==> src/rtl/best_neighbor_sel.sv <==
// Scans qValue/neighborID tables for the highest qValue (lowest index wins ties) and writes the winner out.
// Latency 2N+3 cycles from start to done (3 when N=0); start is only accepted in IDLE, with no stall input.
module best_neighbor_sel #(
  parameter logic [15:0] QVALUE_BASE   = 16'h01C8,
  parameter logic [15:0] NEIGHBOR_BASE = 16'h0048,
  parameter logic [15:0] NEXTSINK_ADDR = 16'h0700,
  parameter logic [15:0] BETTERQ_ADDR  = 16'h0710
) (
  input  logic        clock,
  input  logic        nrst,
  input  logic        start,
  input  logic [4:0]  neighbor_count,
  output logic [15:0] mem_address,
  output logic        mem_wr_en,
  output logic [15:0] mem_data_in,
  input  logic [15:0] mem_data_out,
  output logic        busy,
  output logic        done,
  output logic        valid,
  output logic [15:0] best_id,
  output logic [15:0] best_q
);

  typedef enum logic [2:0] {IDLE, RD_Q, RD_ID, WR_ID, WR_Q, DONE} state_t;

  state_t      state_q, state_d;
  logic [4:0]  i_q, i_d;
  logic [4:0]  cnt_q, cnt_d;
  logic        found_q, found_d;
  logic        take_q, take_d;
  logic [15:0] cand_q, cand_d;
  logic [15:0] best_id_q, best_id_d;
  logic [15:0] best_q_q, best_q_d;
  logic        valid_q, valid_d;
  logic [15:0] idx_off;

  // Entries are 16-bit words, so the byte offset is 2*i.
  assign idx_off = {10'd0, i_q, 1'b0};

  always_ff @(posedge clock) begin
    if (!nrst) begin
      state_q   <= IDLE;
      i_q       <= 5'd0;
      cnt_q     <= 5'd0;
      found_q   <= 1'b0;
      take_q    <= 1'b0;
      cand_q    <= 16'd0;
      best_id_q <= 16'd0;
      best_q_q  <= 16'd0;
      valid_q   <= 1'b0;
    end else begin
      state_q   <= state_d;
      i_q       <= i_d;
      cnt_q     <= cnt_d;
      found_q   <= found_d;
      take_q    <= take_d;
      cand_q    <= cand_d;
      best_id_q <= best_id_d;
      best_q_q  <= best_q_d;
      valid_q   <= valid_d;
    end
  end

  always_comb begin
    state_d     = state_q;
    i_d         = i_q;
    cnt_d       = cnt_q;
    found_d     = found_q;
    take_d      = take_q;
    cand_d      = cand_q;
    best_id_d   = best_id_q;
    best_q_d    = best_q_q;
    valid_d     = valid_q;
    mem_address = 16'd0;
    mem_wr_en   = 1'b0;
    mem_data_in = 16'd0;
    case (state_q)
      IDLE: begin
        if (start) begin
          cnt_d     = (neighbor_count > 5'd16) ? 5'd16 : neighbor_count;
          i_d       = 5'd0;
          found_d   = 1'b0;
          best_id_d = 16'd0;
          best_q_d  = 16'd0;
          valid_d   = 1'b0;
          state_d   = (neighbor_count == 5'd0) ? WR_ID : RD_Q;
        end
      end
      RD_Q: begin
        mem_address = QVALUE_BASE + idx_off;
        // Strict compare keeps the earliest index on ties; the first entry is always taken.
        take_d = (mem_data_out > best_q_q) || !found_q;
        if (take_d) cand_d = mem_data_out;
        state_d = RD_ID;
      end
      RD_ID: begin
        mem_address = NEIGHBOR_BASE + idx_off;
        if (take_q) begin
          best_id_d = mem_data_out;
          best_q_d  = cand_q;
          found_d   = 1'b1;
        end
        i_d     = i_q + 5'd1;
        state_d = (i_q == cnt_q - 5'd1) ? WR_ID : RD_Q;
      end
      WR_ID: begin
        mem_address = NEXTSINK_ADDR;
        mem_wr_en   = 1'b1;
        mem_data_in = found_q ? best_id_q : 16'hFFFF;
        state_d     = WR_Q;
      end
      WR_Q: begin
        mem_address = BETTERQ_ADDR;
        mem_wr_en   = 1'b1;
        mem_data_in = found_q ? best_q_q : 16'd0;
        valid_d     = found_q;
        state_d     = DONE;
      end
      DONE:    state_d = IDLE;
      default: state_d = IDLE;
    endcase
  end

  assign busy    = (state_q != IDLE);
  assign done    = (state_q == DONE);
  assign valid   = valid_q;
  assign best_id = best_id_q;
  assign best_q  = best_q_q;

endmodule

==> config.mk <==
export PLATFORM = sky130hd
export DESIGN_NAME = best_neighbor_sel
export DESIGN_NICKNAME = d
export VERILOG_FILES = /design/src/rtl/best_neighbor_sel.sv
export SDC_FILE = /design/constraint.sdc
export NUM_CORES = 1
export LEC_CHECK = 0
export ABC_AREA = 0
export CAP_MARGIN = 10
export CORE_ASPECT_RATIO = 1.4
export CORE_MARGIN = 4
export CORE_UTILIZATION = 50
export CTS_BUF_LIST = sky130_fd_sc_hd__clkbuf_8
export CTS_CLUSTER_DIAMETER = 100
export CTS_CLUSTER_SIZE = 8
export DETAILED_ROUTE_END_ITERATION = 10
export GPL_ROUTABILITY_DRIVEN = 1
export PLACE_DENSITY_LB_ADDON = 0.12
export SLEW_MARGIN = 20
export SYNTH_ARGS = -nofsm -noshare
export SYNTH_HDL_FRONTEND = slang
export SYNTH_SLANG_ARGS = --single-unit
==> constraint.sdc <==
create_clock -name clock -period 3.18 [get_ports clock]
set_input_delay 0.795 -clock clock [delete_from_list [all_inputs] [get_ports clock]]
set_output_delay 0.795 -clock clock [all_outputs]
set_load 0.05 [all_outputs]
==> metrics <==
WHS 0.4696 ns; Worst R2R Start best_q[15]; Mean Syn Cell Area 8.509 um2; drt pass-1 iters 4; leak pwr 1.922 nW; Worst-Skew Late Latency 0.34 ns; WL/cell 16.52 um; fill count 493; CTS tree built; area post-placement 4412 um2; DIE WIDTH 76.59 um; sequential cell area fraction in the yosys report 38.91%; 1st-iter DRT viols 218; critical path type reg -> out; WL final 9.270 mm; hold crit path type reg -> reg; launch point of the worst path state_q[0]; final critical-path share of the clock period 96.46%; global-route wire length before repair 15.30 mm; worst setup margin 0.1127 ns; port bufs 85; post-synth top area share 38.91%; Die ar. 7967 um2; largest buffer count on any clock path 2; Syn Std Cell Area 3293 um2; setup TNS 0 ns; Final HPWL DP 6.748 mm; CP startpoint kind register; Tot GR Track Use 23.63%; top cells by area, synth dfxtp_1 39%, ha_1 7.6%, a22oi_1 7.3%; YS warnings 0; Final Hold Viols 0; crit-path max FO 8; cell taking the most area after synthesis dfxtp_1; Starting Density 52.31%; antenna-violating nets left 0; dpl ws -0.1820 ns; Slew Viols, Final 0; core area 6296 um2; largest net degree at the start of global routing 33; setup slack, reg-to-reg 0.89 ns; CP arrival 2.27 ns; postcts setup bufs 0; Yosys reg bits 64; reg2reg end cand_q[5]; share of layout cells above drive strength 1 15.54%; clock sinks 64; Setup crit end kind output pin; initial antenna violation count 0; Antenna Cells 0; clk_skew 0.005719 ns; CTS Buf Count 9; count of final setup violators 0; Reg clk slew, reported paths 0.07 ns; EDFF count, synth 0; vias in the first global route 3202; Die Ht 104.0 um; Primary FF master, synth dfxtp_1; H-tree levels 3; nets@finish 528; RD Place Congestion 0.8185; # IOs 92; fin area 4634 um2; final core utilization 73.61%; status finished, final reports clean; commonest cells in the netlist 64 x dfxtp_1, 48 x nor2_1, 34 x nand2_1, 32 x a22oi_1, 22 x inv_1; clk root buf clkbuf_8; worst-margin pin slew 0.7299 ns; RSZ-0062 raised after global routing no; most common cell in the netlist dfxtp_1; Worst R2R Path Depth 7; post-synthesis async set-or-reset flop share 0%; total grt overflow 0; hold path startpoint take_q; fmax 326.0 MHz; Rows 34; vias post-DR 3116; pwr/cell area 395.0 nW/um2; max-cap viol count 0; Cell variety after synth 47; DRC Markers 0; Max VDD drop 0.3728 mV; Crit path required time 2.38 ns; vias per inst 5.554; Mapped Cells 387; hold-critical path endpoint take_q; minimum clock period 3.067 ns; hold-critical path depth 1; worst rel slew slack 51.34%; Area Overhead vs Synth 40.73%
==> layout make-up <==
| class | instances | area [um2] | area share (%) |
|---|---|---|---|
| tap | 72 | 90.09 | 1.944 |
| timing repair buffer | 110 | 1201 | 25.92 |
| clock buffer | 11 | 151.4 | 3.267 |
| inverter | 24 | 90.09 | 1.944 |
| clock inverter | 5 | 47.55 | 1.026 |
| sequential | 64 | 1281 | 27.65 |
| multi-input combinational | 275 | 1773 | 38.26 |
==> flip-flops by register name (all words and copies together) (netlist names) <==
name,count
cnt_q,5
valid,1
i_q,5
best_q,16
best_id,16
cand_q,16
take_q,1
state_q,3
found_q,1
==> cell families after synthesis <==
logic type      synth area share [%]
simple gates                   21.13
compound gates                 21.69
xor+xnor                       2.394
fa+ha+maj                      7.599
flops                          38.91
buf+inv                        8.169
other cells                   0.1139
==> power by group <==
part / internal [mW] / switching, mW
clock: 0.397 / 0.300
sequential: 0.822 / 0.0174
combinational: 0.118 / 0.176
total: 1.34 / 0.494
==> timing repair <==
item	in CTS	in global routing
hold endpoints to repair	0	0
setup endpoints to repair	0	5
hold buffers	0	0
resized for setup	0	5
==> per-stage QoR <==
step           power, mW  std cells
2_1_floorplan      1.039        392
3_3_place_gp       1.142        545
3_5_place_dp       1.148        545
4_1_cts            1.829        561
5_1_grt            1.893        561
6_report           1.831        561
==> worst max-delay path by stage <==
stage | end | slack (ns) | cells after the start
global route | mem_address[2] | 0.005 | 4
CTS | mem_address[6] | 0.09 | 4
floorplan | mem_data_in[10] | 0.37 | 5
global placement | cand_q[5] | -0.18 | 7
detailed placement | cand_q[2] | -0.18 | 7
finish | mem_address[2] | 0.11 | 4
==> critical path, cell delays in order (launching register included) <==
cell and delay (ns):
dfxtp_1 0.50, nand2_1 0.11, a21oi_1 0.35, and2_1 0.18, clkdlybuf4s50_1 0.79
==> cells in the final DEF, fill, tap and decap left out, types with 16 or more instances in the layout <==
cell type        count
buf_4               29
nor2b_1             18
clkdlybuf4s50_1     60
nor2_1              48
nand2_1             34
o21ai_0             21
dfxtp_1             64
buf_12              16
ha_1                20
inv_1               24
a22oi_1             32
a21oi_1             16
==> metal layers <==
layer	share of wire (%)	vias to the layer above	GRT usage, %	wire length, um
li1	-	1523	-	-
met1	40	1495	26.12	3667
met4	2.1	0	9.585	195
met2	55	82	43.46	5054
met5	0	-	0	0
met3	3.8	16	4.766	352
Note: power is estimated with default switching activity, not from simulation.
